**src/rtl/youseios_pkg.sv**
```systemverilog
// rtl/youseios_pkg.sv - shared types and constants for the YouseiOS scheduler
//
// Purpose: PID width, scheduler state enum, ready-mask type and a helper that
//          turns a PID into a one-hot ready-mask bit.
// Ports:   none (package).

package youseios_pkg;

  localparam int PID_W    = 5;
  localparam int MAX_PROC = 32;

  typedef enum logic [2:0] {
    RUN  = 3'd0,
    SAVE = 3'd1,
    PICK = 3'd2,
    LOAD = 3'd3,
    IDLE = 3'd4
  } state_e;

  typedef logic [MAX_PROC-1:0] ready_mask_t;
  typedef logic [PID_W-1:0]    pid_t;

  function automatic ready_mask_t pid_bit(input pid_t pid);
    ready_mask_t m;
    m = '0;
    m[pid] = 1'b1;
    return m;
  endfunction

endpackage

```
**src/rtl/rr_arbiter.sv**
```systemverilog
// rtl/rr_arbiter.sv - cyclic search for the next ready PID after a given PID
//
// Purpose: combinational round-robin search. Starting strictly after cur_pid,
//          walks PIDs cur_pid+1 .. cur_pid+NUM_PROC modulo NUM_PROC and
//          returns the first one whose ready bit is set. The last candidate is
//          cur_pid itself, so a lone ready process finds itself.
// Ports:
//   ready_mask  in  32  ready bit per PID
//   cur_pid     in   5  PID to search after (must be < NUM_PROC)
//   next_pid    out  5  first ready PID found (cur_pid when none)
//   found       out  1  at least one ready bit was seen

module rr_arbiter
  import youseios_pkg::*;
#(
  parameter int NUM_PROC = 8
) (
  input  ready_mask_t ready_mask,
  input  pid_t        cur_pid,
  output pid_t        next_pid,
  output logic        found
);

  localparam logic [PID_W:0] NUM_L = (PID_W+1)'(NUM_PROC);

  logic [PID_W:0] idx;

  always_comb begin
    found    = 1'b0;
    next_pid = cur_pid;
    idx      = '0;
    for (int i = 1; i <= NUM_PROC; i++) begin
      // cur_pid < NUM_PROC, so one conditional subtract is a full modulo.
      idx = {1'b0, cur_pid} + (PID_W+1)'(i);
      if (idx >= NUM_L) begin
        idx = idx - NUM_L;
      end
      if (!found && ready_mask[idx[PID_W-1:0]]) begin
        found    = 1'b1;
        next_pid = idx[PID_W-1:0];
      end
    end
  end

endmodule

```
**src/rtl/process_scheduler.sv**
```systemverilog
// rtl/process_scheduler.sv - round-robin process scheduler with PCB save/load handshake
//
// Purpose: counts retired instructions against a time quantum; on expiry,
//          Yield or Halt it saves the running context, picks the next ready
//          PID round-robin and loads it, stalling the CPU meanwhile.
// Optional feature: SCHED_STATS_EN builds the Switch_Count register
//          (otherwise Switch_Count is tied to 0).
// Ports:
//   Clock         in   1  system clock, rising edge
//   Reset         in   1  asynchronous, active-low
//   Instr_done    in   1  CPU retired one instruction
//   Yield         in   1  running process yields (pulse)
//   Halt          in   1  running process terminated (pulse)
//   Create        in   1  mark Create_PID ready
//   Create_PID    in   5  PID to create (ignored when >= NUM_PROC)
//   PCB_Ack       in   1  PCB finished the current save/load
//   PID_out       out  5  PID used by the PCB for PC translation
//   Save_Req      out  1  save context of PID_out
//   Load_Req      out  1  load context of PID_out
//   CPU_Stall     out  1  high in every state but RUN
//   Idle          out  1  no process ready
//   Switch_Count  out 16  completed context switches

module process_scheduler
  import youseios_pkg::*;
#(
  parameter int NUM_PROC = 8,
  parameter int QUANTUM  = 16
) (
  input  logic             Clock,
  input  logic             Reset,
  input  logic             Instr_done,
  input  logic             Yield,
  input  logic             Halt,
  input  logic             Create,
  input  logic [PID_W-1:0] Create_PID,
  input  logic             PCB_Ack,
  output logic [PID_W-1:0] PID_out,
  output logic             Save_Req,
  output logic             Load_Req,
  output logic             CPU_Stall,
  output logic             Idle,
  output logic [15:0]      Switch_Count
);

  localparam logic [PID_W:0] NUM_L  = (PID_W+1)'(NUM_PROC);
  localparam logic [15:0]    Q_LAST = 16'(QUANTUM - 1);

  state_e      state_q, state_d;
  pid_t        pid_q, pid_d;
  ready_mask_t ready_q, ready_d;
  logic [15:0] cnt_q, cnt_d;
  logic        save_q, save_d;
  logic        load_q, load_d;
  logic        stall_q, stall_d;
  logic        idle_q, idle_d;

  pid_t        arb_next;
  logic        arb_found;
  logic        create_ok;

  rr_arbiter #(
    .NUM_PROC (NUM_PROC)
  ) u_arb (
    .ready_mask (ready_q),
    .cur_pid    (pid_q),
    .next_pid   (arb_next),
    .found      (arb_found)
  );

  assign create_ok = Create && ({1'b0, Create_PID} < NUM_L);

  always_comb begin
    state_d = state_q;
    pid_d   = pid_q;
    ready_d = ready_q;
    cnt_d   = cnt_q;
    save_d  = save_q;
    load_d  = load_q;
    stall_d = stall_q;
    idle_d  = idle_q;

    case (state_q)
      RUN: begin
        if (Instr_done) begin
          cnt_d = cnt_q + 16'd1;
        end
        if (Halt) begin
          // Terminated process has no context worth saving.
          ready_d = ready_q & ~pid_bit(pid_q);
          state_d = PICK;
          stall_d = 1'b1;
        end else if (Yield || (Instr_done && cnt_q == Q_LAST)) begin
          state_d = SAVE;
          save_d  = 1'b1;
          stall_d = 1'b1;
        end
      end

      SAVE: begin
        if (PCB_Ack) begin
          save_d  = 1'b0;
          state_d = PICK;
        end
      end

      PICK: begin
        if (!arb_found) begin
          state_d = IDLE;
          idle_d  = 1'b1;
        end else if (arb_next == pid_q && ready_q[pid_q]) begin
          // Only the current process is ready: resume it, its context is live.
          state_d = RUN;
          stall_d = 1'b0;
          cnt_d   = '0;
        end else begin
          pid_d   = arb_next;
          state_d = LOAD;
          load_d  = 1'b1;
        end
      end

      LOAD: begin
        if (PCB_Ack) begin
          load_d  = 1'b0;
          state_d = RUN;
          stall_d = 1'b0;
          cnt_d   = '0;
        end
      end

      IDLE: begin
        if (create_ok) begin
          pid_d   = Create_PID;
          state_d = LOAD;
          load_d  = 1'b1;
          idle_d  = 1'b0;
        end
      end

      default: begin
        state_d = RUN;
        save_d  = 1'b0;
        load_d  = 1'b0;
        stall_d = 1'b0;
        idle_d  = 1'b0;
      end
    endcase

    // Applied after the state logic so a Create lands at the end of the cycle
    // and is never visible to a PICK evaluated in the same cycle.
    if (create_ok) begin
      ready_d = ready_d | pid_bit(Create_PID);
    end
  end

  always_ff @(posedge Clock or negedge Reset) begin
    if (!Reset) begin
      state_q <= RUN;
      pid_q   <= '0;
      ready_q <= ready_mask_t'(1);
      cnt_q   <= '0;
      save_q  <= 1'b0;
      load_q  <= 1'b0;
      stall_q <= 1'b0;
      idle_q  <= 1'b0;
    end else begin
      state_q <= state_d;
      pid_q   <= pid_d;
      ready_q <= ready_d;
      cnt_q   <= cnt_d;
      save_q  <= save_d;
      load_q  <= load_d;
      stall_q <= stall_d;
      idle_q  <= idle_d;
    end
  end

  assign PID_out   = pid_q;
  assign Save_Req  = save_q;
  assign Load_Req  = load_q;
  assign CPU_Stall = stall_q;
  assign Idle      = idle_q;

`ifdef SCHED_STATS_EN
  logic [15:0] sw_q, sw_d;

  always_comb begin
    sw_d = sw_q;
    if (state_q == LOAD && PCB_Ack) begin
      sw_d = sw_q + 16'd1;
    end
  end

  always_ff @(posedge Clock or negedge Reset) begin
    if (!Reset) begin
      sw_q <= '0;
    end else begin
      sw_q <= sw_d;
    end
  end

  assign Switch_Count = sw_q;
`else
  assign Switch_Count = '0;
`endif

endmodule
```
**config.mk**
```make
export PLATFORM = sky130hd
export DESIGN_NAME = process_scheduler
export DESIGN_NICKNAME = d
export VERILOG_FILES = /design/src/rtl/youseios_pkg.sv /design/src/rtl/rr_arbiter.sv /design/src/rtl/process_scheduler.sv
export SDC_FILE = /design/constraint.sdc
export NUM_CORES = 1
export LEC_CHECK = 0
export CAP_MARGIN = 15
export CORE_MARGIN = 1.5
export CORE_UTILIZATION = 40
export CTS_CLUSTER_SIZE = 16
export DETAILED_ROUTE_END_ITERATION = 10
export HOLD_SLACK_MARGIN = 0.1
export PLACE_DENSITY_LB_ADDON = 0.15
export SETUP_SLACK_MARGIN = 0.2
export SLEW_MARGIN = 20
export SYNTH_ARGS = -nofsm -noshare
export SYNTH_HDL_FRONTEND = slang
export SYNTH_SLANG_ARGS = --single-unit
```
**constraint.sdc**
```tcl
create_clock -name Clock -period 5.8 [get_ports Clock]
set_input_delay 0.87 -clock Clock [delete_from_list [all_inputs] [get_ports Clock]]
set_output_delay 0.87 -clock Clock [all_outputs]
set_load 0.01 [all_outputs]
```
Yosys cells after proc, flatten, opt, wreduce, memory -nomap -nowiden
Index checks and enable logic that the tools add are counted.
Storage, ports and cells
  register bits after elaboration: 60
  input port bits: 12
  word-level logic and storage cells: 185
Cells by class
  add/subtract/negate cells: 17
  order comparisons: 21
  equal/unequal tests: 17
  mux-type cells: 81
  bitwise gates (word level): 7
  reductions and logical operators: 34
Operators with widths (number)
  2-to-1 mux 32 bit: 3
  2-to-1 mux 5 bit: 19
  2-to-1 mux 16 bit: 4
  less-than comparator 5 x 6 -> 1 bit (second input constant): 10
  greater-or-equal comparator 6 x 4 -> 1 bit (second input constant): 8
  case mux 16 bit (3 select lines): 1
  binary-select mux 1 bit (select 5 bit): 9
  subtractor 5 x 4 -> 5 bit (second input constant): 8
  bitwise AND 32 bit: 1
  inverter 32 bit: 1
  bitwise OR 32 bit: 1
  2-to-1 mux 1 bit: 30
  adder 5 x 3 -> 6 bit (second input constant): 4
  != test 2 bit (second input constant): 10
  2-to-1 mux 3 bit: 6
  adder 16 x 1 -> 16 bit (second input constant): 1
  equality test 16 x 4 -> 1 bit (second input constant): 1
  case mux 3 bit (5 select lines): 1
  AND reduction 5 bit: 3
  adder 5 x 2 -> 6 bit (second input constant): 2
  logical AND 1 bit: 12
  AND reduction 4 bit: 3
  demux 1 bit (select 5 bit): 2
  greater-or-equal comparator 5 x 1 -> 1 bit (second input constant): 2
  other kinds (21): 35

Longest topological paths before layout
  depth in word-level cells: 32
  gate-level depth with buffers: 22

Hierarchy
Synthesis repeated with hierarchy kept, for this count alone.
Second synthesis, totals
  cells, all modules: 720
  area, all modules: 6595.1 um^2
Modules (own cells, without submodules)
  process_scheduler: instances 1, cells each 359, area each 3528.4 um^2
  rr_arbiter: instances 1, cells each 361, area each 3066.7 um^2

Worst setup path before layout
Ideal clock, no wire load.
  path type: register -> register
  start: register pid_q[2] (netlist: PID_out[2])
  end: register cnt_q[4]
  data arrival time: 5.410 ns
  required time: 5.663 ns
  slack: 0.253 ns
  stages on the path, launching flop included: 21
  buffers on the path: 4
  cell sequence: dfrtp_1 > buf_2 > buf_2 > buf_1 > inv_1 > ha_1 > xnor2_1 > ha_1 > nand2_1 > o22ai_1 > nor2_1 > a21o_1 > o32ai_1 > nor2b_1 > o21a_1 > o32ai_1 > mux2_4 > nor4_2 > a21o_2 > buf_6 > a31oi_1
Between the ends
  longest elaborated chain between the ends: 31
  elaborated cells between the ends (all ways): 85
  those cells by class: add/sub (16); order compare (8); eq/ne (3); mux (42); reduce/logical (16)
Ends and longest elaborated chain
  start: declaration: RTL line process_scheduler.sv:50  | pid_t pid_q, pid_d;
  start signal: assignment: RTL line process_scheduler.sv:169  | pid_q <= pid_d;
  adder 5 x 1 -> 6 bit: RTL line rr_arbiter.sv:34  | idx = {1'b0, cur_pid} + (PID_W+1)'(i);
  subtractor 5 x 4 -> 5 bit / greater-or-equal comparator 6 x 4 -> 1 bit (equally long branches): RTL line rr_arbiter.sv:36, rr_arbiter.sv:35
  2-to-1 mux 5 bit: RTL line rr_arbiter.sv:35  | if (idx >= NUM_L) begin
  binary-select mux 1 bit (select 5 bit): RTL line rr_arbiter.sv:38  | if (!found && ready_mask[idx[PID_W-1:0]]) begin
  2-to-1 mux 1 bit (not written as such): RTL line rr_arbiter.sv:38
  2-to-1 mux 1 bit: RTL line rr_arbiter.sv:38
  zero test 1 bit: RTL line rr_arbiter.sv:38
  logical AND 1 bit: RTL line rr_arbiter.sv:38
  [15 not listed]
  2-to-1 mux 1 bit: RTL line rr_arbiter.sv:38
  zero test 1 bit: RTL line rr_arbiter.sv:38
  logical AND 1 bit: RTL line rr_arbiter.sv:38
  2-to-1 mux 5 bit: RTL line rr_arbiter.sv:38
  equality test 5 bit: RTL line process_scheduler.sv:111  | end else if (arb_next == pid_q && ready_q[pid_q]) begin
  logical AND 1 bit: RTL line process_scheduler.sv:111
  != test 2 bit (no line)
  AND reduction 5 bit (no line) *
  end signal: assignment: RTL line process_scheduler.sv:171  | cnt_q <= cnt_d;
  end: declaration: RTL line process_scheduler.sv:52  | logic [15:0] cnt_q, cnt_d;
Mark *: on every way between the ends. The rest lies on a longest branch, timed or not. The select of a mux whose other input is x is not followed.
A chain may end at the register's enable or synchronous reset.

Worst setup path in the final report
  start: register pid_q[0] (netlist: PID_out[0])
  end: register cnt_q[4]
The elaborated chain is that of the path after synthesis.

==> flow_summary.json <==
{
  "async_flop_share": 1.00,
  "cts-root-buf": "clkbuf_16",
  "ant_nets": 0,
  "crit_type": "reg -> reg",
  "worstHoldPathType": "reg -> reg",
  "grt_max_degree": 61,
  "gp_congestion": 0.925,
  "drv_cap": 0,
  "detailed_place_hpwl_mm": 14.7,
  "io_buffers": 20,
  "wl_met2_mm": 8.70,
  "core_um2": 15400,
  "overflow": 0,
  "path_buf_inv": 1,
  "fin_nets": 735,
  "fin_crit_sh": 0.909,
  "cpLargestDelayFamily": "compound AO/OA/AOI/OAI gates",
  "wl_met3_mm": 1.34,
  "path_clk_slew_ps": 60,
  "routed.top_layer": "met4",
  "first_global_vias": 5455,
  "rows": 45,
  "cts_buffers": 9,
  "yosysUniqueCellTypes": 87,
  "setup_violations": 0,
  "drc": 0,
  "hold_slack_ps": 491,
  "tns_ps": 0,
  "hold_viol": 0,
  "ys_warn_count": 0,
  "clock_skew_ps": 9.63,
  "cts_tree": "yes",
  "max_freq_mhz": 190,
  "num_vias": 5809,
  "antenna_found_initial": 1,
  "fin_crit_ps": 5270,
  "clock_latency_ps": 340,
  "avgViaCountPerCell": 6.33,
  "wl_met1_mm": 9.40,
  "grt_pass1_wl_mm": 31.1,
  "start_kind": "flip-flop",
  "start_util": 0.413,
  "wl_per_cell_um": 21.8,
  "drive_gt1_frac": 0.153,
  "outcome": "finished, final reports clean",
  "slowest_stage": "mux4_2",
  "postPlaceCellArea_um2": 6670,
  "relSlewSlack": 0.467,
  "cp-end-kind": "flip-flop",
  "cp_max_fo": 40,
  "dpl.cell_count": 901,
  "ys_seq_elements": 60,
  "wl_mm": 20.0,
  "drv_slew": 0,
  "cts_max_level": 3,
  "slowest_delay_ps": 630,
  "syn2layout_area_growth_pct": 10.0,
  "synth_flop_cell": "dfrtp_1",
  "fp.dieW_um": 129,
  "netlist_area_um2": 6350,
  "ys_seq_area_frac": 0.237,
  "rsz0062_at_grt": "no",
  "synth_cells": 693,
  "crit_chain": "buf_4 > mux4_2 > mux2_2 > a32oi_1 > or3b_1 > nor3_4 > nand3_2 > o32ai_1 > mux2_4 > nor4_2 > a21o_2 > a31oi_1",
  "synth_edf_count": 0,
  "synth.avg_cell_area_um2": 9.17,
  "tightest_slew_ps": 799,
  "die_area_um2": 16600,
  "synthTopCellsByCount": "75 x nand2_1, 59 x dfrtp_1, 45 x nor2_1, 42 x mux4_2, 33 x a21oi_1",
  "crit_arrival_ps": 5480,
  "die_h_um": 129,
  "worstPathRequired_ps": 6000,
  "grt_usage": 0.247,
  "cts.sinks": 60,
  "clockBufferDepth": 2,
  "synthTopCellsByArea": "dfrtp_1 23%, mux4_2 15%, mux2i_1 4.7%",
  "diodes": 0,
  "final_cell_area_um2": 6990,
  "first_pass_iters": 5,
  "finalNonFillerCells": 917,
  "dr.first_iter.drc_count": 550,
  "synth_most_common_cell": "nand2_1",
  "synth_area_leader_cell": "dfrtp_1",
  "yosysTopAreaCellShare": 0.232,
  "io-pin-count": 37
}
## final cells by class
class	instances	area, um^2
clock buffers	12	246
clock inverters	4	72.6
fillers	1488	8380
inverters	18	67.6
multi-input cells	578	4540
flip-flops and latches	60	1510
well taps	211	264
repair buffers	34	300
## final timing paths
kind,start,endpoint,slack (ps),cells past startpoint
setup / recovery,PID_out[0],cnt_q[4],530,12
hold / removal,cnt_q[15],cnt_q[15],490,1
setup reg to reg,PID_out[0],cnt_q[4],530,12
hold reg to reg,cnt_q[15],cnt_q[15],490,1
max in group asynchronous,Reset,PID_out[0],4530,2
min in group asynchronous,Reset,ready_q[30],690,2
## cell usage in the layout (no fill, tap or decap), drive strengths merged, types with 11 or more instances in the layout
| cell type | count |
|---|---|
| inv | 18 |
| buf | 15 |
| conb | 16 |
| xnor2 | 13 |
| o21a | 22 |
| nor2 | 45 |
| nand2b | 13 |
| mux2i | 30 |
| nand2 | 75 |
| nor3 | 16 |
| mux4 | 42 |
| ha | 22 |
| clkbuf | 12 |
| a21boi | 14 |
| nand3 | 18 |
| dfrtp | 59 |
| nor2b | 12 |
| o21ai | 35 |
| o22ai | 11 |
| clkdlybuf4s50 | 19 |
| a31oi | 23 |
| mux2 | 16 |
| a21oi | 35 |
## per-stage QoR
step	worst slack [ps]	util
floorplan	253	-
global placement	470	0.434
detailed placement	483	0.434
CTS	447	0.455
global route	216	0.455
finish	526	0.455
## sequential cells by signal (all words and copies together), names as in the netlist
register,cells
CPU_Stall,1
Idle,1
Load_Req,1
PID_out,5
Save_Req,1
cnt_q,16
ready_q,32
state_q,3
## worst reg2reg max path, delay by kind of cell, from the launching register on
kind            cells  cell delay, ps
compound gates      4            1450
mux                 3            1330
buf+inv             1             560
flops               1             490
simple gates        4            1300
## repair_timing
action	CTS	global route
endpoints found under the setup margin	0	16
buffers inserted	0	0
hold buffers	0	0
resized for setup	0	1
## metal layers
metal,vias up,global-route usage
li1,2644,-
met1,2883,0.361
met2,242,0.361
met3,40,0.0479
met4,0,0.0932
met5,-,0
## kinds of logic (layout without fill, tap and decap cells)
kind of cell    Yosys count  in the layout  share of synthesized area
compound gates          212            212                      0.234
xor+xnor                 18             18                     0.0248
fa+ha+maj                22             22                     0.0433
buf+inv                  70             68                     0.0589
flops                    60             60                      0.237
mux                      88             88                      0.225
other cells               1             16                   0.000590
simple gates            222            222                      0.177
Power is left out: the tool's default activity adds up to more than one toggle a clock period on the data nets, which glitch-free logic cannot reach.
